==> src/rtl/uart_tx_arb.sv <==
// Round-robin arbiter feeding four byte requesters into one UART transmitter,
// with a per-frame watchdog that aborts a frame whose tx_done never arrives.
module uart_tx_arb #(
  parameter int unsigned CLKS_PER_BIT = 3,
  parameter int unsigned TIMEOUT      = CLKS_PER_BIT * 12
) (
  input  logic        clk,
  input  logic        rst,
  input  logic [3:0]  req,
  input  logic [31:0] data_in,
  output logic [3:0]  ack,
  output logic [3:0]  done,
  output logic        timeout_err,
  output logic        tx_start,
  output logic [7:0]  tx_data,
  input  logic        tx_busy,
  input  logic        tx_done,
  output logic [1:0]  owner,
  output logic        arb_busy
);

  localparam int unsigned CntW = (TIMEOUT > 2) ? $clog2(TIMEOUT) : 1;

  typedef enum logic [0:0] {StIdle, StSend} state_e;

  state_e            state_q, state_d;
  logic [1:0]        last_grant_q, last_grant_d;
  logic [CntW-1:0]   cnt_q, cnt_d;
  logic [3:0]        ack_q, ack_d;
  logic [3:0]        done_q, done_d;
  logic              timeout_err_q, timeout_err_d;
  logic              tx_start_q, tx_start_d;
  logic [7:0]        tx_data_q, tx_data_d;
  logic [1:0]        owner_q, owner_d;

  logic [1:0]        win;
  logic [1:0]        idx;
  logic              found;

  // Scan starts one past the last grant so every requester gets a turn.
  always_comb begin
    win   = 2'd0;
    idx   = 2'd0;
    found = 1'b0;
    for (int i = 0; i < 4; i++) begin
      idx = last_grant_q + 2'(i + 1);
      if (!found && req[idx]) begin
        win   = idx;
        found = 1'b1;
      end
    end
  end

  always_comb begin
    state_d       = state_q;
    last_grant_d  = last_grant_q;
    cnt_d         = cnt_q;
    ack_d         = 4'b0000;
    done_d        = 4'b0000;
    timeout_err_d = 1'b0;
    tx_start_d    = 1'b0;
    tx_data_d     = tx_data_q;
    owner_d       = owner_q;

    unique case (state_q)
      StIdle: begin
        if (found && !tx_busy) begin
          state_d      = StSend;
          cnt_d        = '0;
          owner_d      = win;
          tx_data_d    = data_in[{win, 3'b000} +: 8];
          ack_d[win]   = 1'b1;
          tx_start_d   = 1'b1;
        end
      end
      StSend: begin
        // tx_done takes precedence over a watchdog expiry on the same edge.
        if (tx_done) begin
          done_d[owner_q] = 1'b1;
          last_grant_d    = owner_q;
          cnt_d           = '0;
          state_d         = StIdle;
        end else if (cnt_q == CntW'(TIMEOUT - 1)) begin
          timeout_err_d = 1'b1;
          last_grant_d  = owner_q;
          cnt_d         = '0;
          state_d       = StIdle;
        end else begin
          cnt_d = cnt_q + 1'b1;
        end
      end
      default: state_d = StIdle;
    endcase
  end

  always_ff @(posedge clk or negedge rst) begin
    if (!rst) begin
      state_q       <= StIdle;
      last_grant_q  <= 2'd3;
      cnt_q         <= '0;
      ack_q         <= 4'b0000;
      done_q        <= 4'b0000;
      timeout_err_q <= 1'b0;
      tx_start_q    <= 1'b0;
      tx_data_q     <= 8'h00;
      owner_q       <= 2'd0;
    end else begin
      state_q       <= state_d;
      last_grant_q  <= last_grant_d;
      cnt_q         <= cnt_d;
      ack_q         <= ack_d;
      done_q        <= done_d;
      timeout_err_q <= timeout_err_d;
      tx_start_q    <= tx_start_d;
      tx_data_q     <= tx_data_d;
      owner_q       <= owner_d;
    end
  end

  assign ack         = ack_q;
  assign done        = done_q;
  assign timeout_err = timeout_err_q;
  assign tx_start    = tx_start_q;
  assign tx_data     = tx_data_q;
  assign owner       = owner_q;
  assign arb_busy    = (state_q == StSend);

endmodule

==> config.mk <==
export PLATFORM = sky130hd
export DESIGN_NAME = uart_tx_arb
export DESIGN_NICKNAME = d
export VERILOG_FILES = /design/src/rtl/uart_tx_arb.sv
export SDC_FILE = /design/constraint.sdc
export NUM_CORES = 1
export LEC_CHECK = 0
export CAP_MARGIN = 20
export CORE_ASPECT_RATIO = 0.5
export CORE_MARGIN = 5
export CORE_UTILIZATION = 45
export CTS_BUF_LIST = sky130_fd_sc_hd__clkbuf_8
export CTS_CLUSTER_DIAMETER = 80
export DETAILED_ROUTE_END_ITERATION = 10
export GPL_TIMING_DRIVEN = 0
export PLACE_DENSITY = 0.89
export SLEW_MARGIN = 0
export SYNTH_ARGS = -nofsm -noshare
export SYNTH_HDL_FRONTEND = slang
export SYNTH_SLANG_ARGS = --single-unit
export TNS_END_PERCENT = 50
==> constraint.sdc <==
create_clock -name clk -period 2.3 [get_ports clk]
set_input_delay 0.46 -clock clk [delete_from_list [all_inputs] [get_ports clk]]
set_output_delay 0.46 -clock clk [all_outputs]
set_load 0.01 [all_outputs]
==> load_flow_metrics.sql <==
INSERT INTO impl_metrics (metric_group, metric, value, unit) VALUES
('cts', 'hold_buffer_count_at_cts', '0', ''),
('final_layout', 'finish.cell_count_without_fillers', '260', ''),
('synthesis', 'post_synth_and_or_nand_nor_area_fraction', '0.1590', ''),
('cts', 'clk-insertion-delay-late', '0.28', 'ns'),
('floorplan', 'top_level_ports', '61', ''),
('synthesis', 'yosys.area.top_type_share', '0.4380', ''),
('critical_path', 'startpoint_type', 'primary input', ''),
('timing', 'report.final.slew_viol_count', '0', ''),
('synthesis', 'largest_family_of_logic_cells_by_synthesized_area', 'compound AO/OA/AOI/OAI gates', ''),
('pwr', 'p_comb_frac', '0.424', ''),
('synthesis', 'synth-compound-area-share', '0.2368', ''),
('synthesis', 'ys_seq_elements', '29', ''),
('floorplan', 'core-area', '3359', 'µm²'),
('pwr', 'cellLeakagePower', '1.019', 'nW'),
('route', 'post_drt_wl_per_cell', '15.65', 'µm'),
('placement', 'detailed_place.area', '2211', 'µm²'),
('floorplan', 'rows', '15', ''),
('synthesis', 'syn_avg_cell_area', '10.35', 'µm²'),
('timing', 'worst_slew_pin_slew', '0.6061', 'ns'),
('timing', 'slew-limit-headroom', '0.5915', ''),
('pwr', 'max-vdd-ir-drop', '0.5552', 'mV'),
('timing', 'fmax', '0.4614', 'GHz'),
('timing', 'tns', '0', 'ns'),
('timing', 'finalSetupViolCount', '0', ''),
('placement', 'placement.io_buffers', '60', ''),
('synthesis', 'synth_enable_flop_cells', '0', ''),
('synthesis', 'netlist_area', '1543', 'µm²'),
('global_routing', 'largest_net_degree_at_the_start_of_global_routing', '22', ''),
('final_layout', 'finish.instance_area', '2307', 'µm²'),
('timing', 'report.final.hold_viol_count', '0', ''),
('placement', 'preCtsSetupSlack', '-0.1895', 'ns'),
('critical_path', 'critPathKind', 'in2reg', ''),
('cts', 'cts-root-buf', 'sky130_fd_sc_hd__clkbuf_8', ''),
('final_layout', 'final_cell_mix', 'sky130_fd_sc_hd__clkdlybuf4s50_1, sky130_fd_sc_hd__dfrtp_1, sky130_fd_sc_hd__nor2_1', ''),
('critical_path', 'worstPathMaxFanout', '10', ''),
('global_routing', 'number_of_global_route_vias_before_repair', '1474', ''),
('synthesis', 'synth_cell_types', '37', ''),
('pwr', 'clock_power_share', '0.199', ''),
('pwr', 'internal_power', '1.313', 'mW'),
('route', 'avgViaCountPerCell', '5.342', ''),
('synthesis', 'synthAdderAreaFrac', '0.008110', ''),
('timing', 'period_minus_slack', '2.167', 'ns'),
('cts', 'cts_post_setup_buffers_inserted', '0', ''),
('cts', 'cts_buffers', '5', ''),
('synthesis', 'syn_nets', '190', ''),
('synthesis', 'yosys-top-cells-area', 'sky130_fd_sc_hd__dfrtp_1, sky130_fd_sc_hd__a211oi_2, sky130_fd_sc_hd__mux2i_1, sky130_fd_sc_hd__o211a_1, sky130_fd_sc_hd__nor2_1', ''),
('route', 'finalWirelength', '4069', 'µm'),
('pwr', 'power_total', '2.016', 'mW'),
('status', 'status', 'complete, no violations', ''),
('timing', 'worst_slack', '0.1325', 'ns'),
('floorplan', 'fp.dieH', '51.40', 'µm'),
('route', 'drtIter0Drc', '41', ''),
('global_routing', 'grtUsageTotal', '0.1862', ''),
('placement', 'globalplace.congestion', '0.7651', ''),
('cts', 'tritoncts', 'yes', ''),
('placement', 'dp_hpwl', '3081', 'µm'),
('floorplan', 'die-width', '92.81', 'µm'),
('global_routing', 'antenna_found_initial', '0', ''),
('synthesis', 'postSynth.topFlopCell', 'sky130_fd_sc_hd__dfrtp_1', ''),
('global_routing', 'global_route_wire_length_before_repair', '6775', 'µm'),
('final_layout', 'antenna_cells_inserted', '0', ''),
('route', 'drt_pre_antenna_iters', '4', ''),
('critical_path', 'timing.critical_path.slowest_stage_cell', 'sky130_fd_sc_hd__clkdlybuf4s50_1', ''),
('synthesis', 'yosys.area.top_type', 'sky130_fd_sc_hd__dfrtp_1', ''),
('synthesis', 'ys.warnings.count', '0', ''),
('floorplan', 'initial_util', '0.4592', ''),
('synthesis', 'netlist_instances', '149', ''),
('global_routing', 'overflow', '0', ''),
('timing', 'fin_worst_hold_slack', '0.4867', 'ns'),
('timing', 'final.setup_skew', '0.005927', 'ns'),
('pwr', 'total_switching_power', '702.8', 'µW');
==> synthesized netlist by cell type (2+ instances only) <==
master and count:
sky130_fd_sc_hd__dfstp_2 2, sky130_fd_sc_hd__a21oi_1 2, sky130_fd_sc_hd__nor3_1 4, sky130_fd_sc_hd__o21ai_0 9, sky130_fd_sc_hd__mux2i_1 9, sky130_fd_sc_hd__nand3_1 3, sky130_fd_sc_hd__buf_6 2, sky130_fd_sc_hd__nand2b_1 6
sky130_fd_sc_hd__inv_1 2, sky130_fd_sc_hd__buf_2 2, sky130_fd_sc_hd__and2_1 3, sky130_fd_sc_hd__dfrtp_1 27, sky130_fd_sc_hd__nor2_1 16, sky130_fd_sc_hd__or3_1 2, sky130_fd_sc_hd__nor2b_1 2, sky130_fd_sc_hd__o21ai_1 10
sky130_fd_sc_hd__a211oi_2 8, sky130_fd_sc_hd__inv_4 3, sky130_fd_sc_hd__nand2_1 7, sky130_fd_sc_hd__o211a_1 8, sky130_fd_sc_hd__clkinv_1 6
==> power groups by stage <==
| stage | clock (mW) | combinational (mW) | sequential, mW |
|---|---|---|---|
| after floorplan | 0 | 0.399 | 0.798 |
| after global placement | 0 | 0.828 | 0.756 |
| after detailed placement | 0 | 0.850 | 0.759 |
| after CTS | 0.412 | 0.853 | 0.759 |
| after global routing | 0.444 | 0.922 | 0.779 |
| final | 0.401 | 0.855 | 0.760 |
==> cell type report <==
class / instances / area (µm²)
multi-input combinational: 105 / 740.7
clock inverter: 3 / 17.52
inverter: 11 / 48.80
timing repair buffer: 61 / 615.6
clock buffer: 5 / 68.82
tap: 42 / 52.55
fill: 252 / 1052
sequential: 29 / 728.2
buffer: 4 / 35.03
==> logic make-up (layout without fill, tap and decap cells) <==
kind of cell	after synthesis	count (layout)
buffers and inverters	15	84
XOR/XNOR	1	1
AO/OA/AOI/OAI	45	45
adder cells (fa/ha/maj)	1	1
AND/OR/NAND/NOR	48	48
multiplexers	10	10
flip-flops	29	29
==> routing by layer <==
metal | global-route usage | part of all wire | up-vias
met5 | 0 | 0 | -
met2 | 0.3409 | 0.54 | 36
li1 | - | - | 667
met1 | 0.2064 | 0.40 | 678
met4 | 0.08516 | 0.019 | 0
met3 | 0.04706 | 0.041 | 8
==> state kept, by name, summed over array words and instances (netlist names) <==
signal        cells
tx_data           8
cnt_q             6
ack               4
done              4
last_grant_q      2
owner             2
arb_busy          1
timeout_err       1
tx_start          1
==> path summary, 6_finish.rpt <==
path | cells past startpoint | start | slack (ns) | end
min in group clk | 1 | cnt_q[5] | 0.49 | cnt_q[5]
hold / removal | 1 | rst | 0.49 | tx_data[4]
setup reg to reg | 6 | last_grant_q[1] | 0.29 | tx_data[6]
max in group asynchronous | 2 | rst | 1.24 | last_grant_q[0]
hold reg to reg | 1 | cnt_q[5] | 0.49 | cnt_q[5]
setup / recovery | 7 | req[0] | 0.13 | tx_data[6]
==> worst max-delay path, delay by kind of cell <==
kind / cells / cell delay [ns]
and+or+nand+nor: 2 / 0.37
AOI/OAI and AO/OA: 2 / 0.65
buffers and inverters: 2 / 0.72
muxes: 1 / 0.17
(Power assumes the default switching activity.)
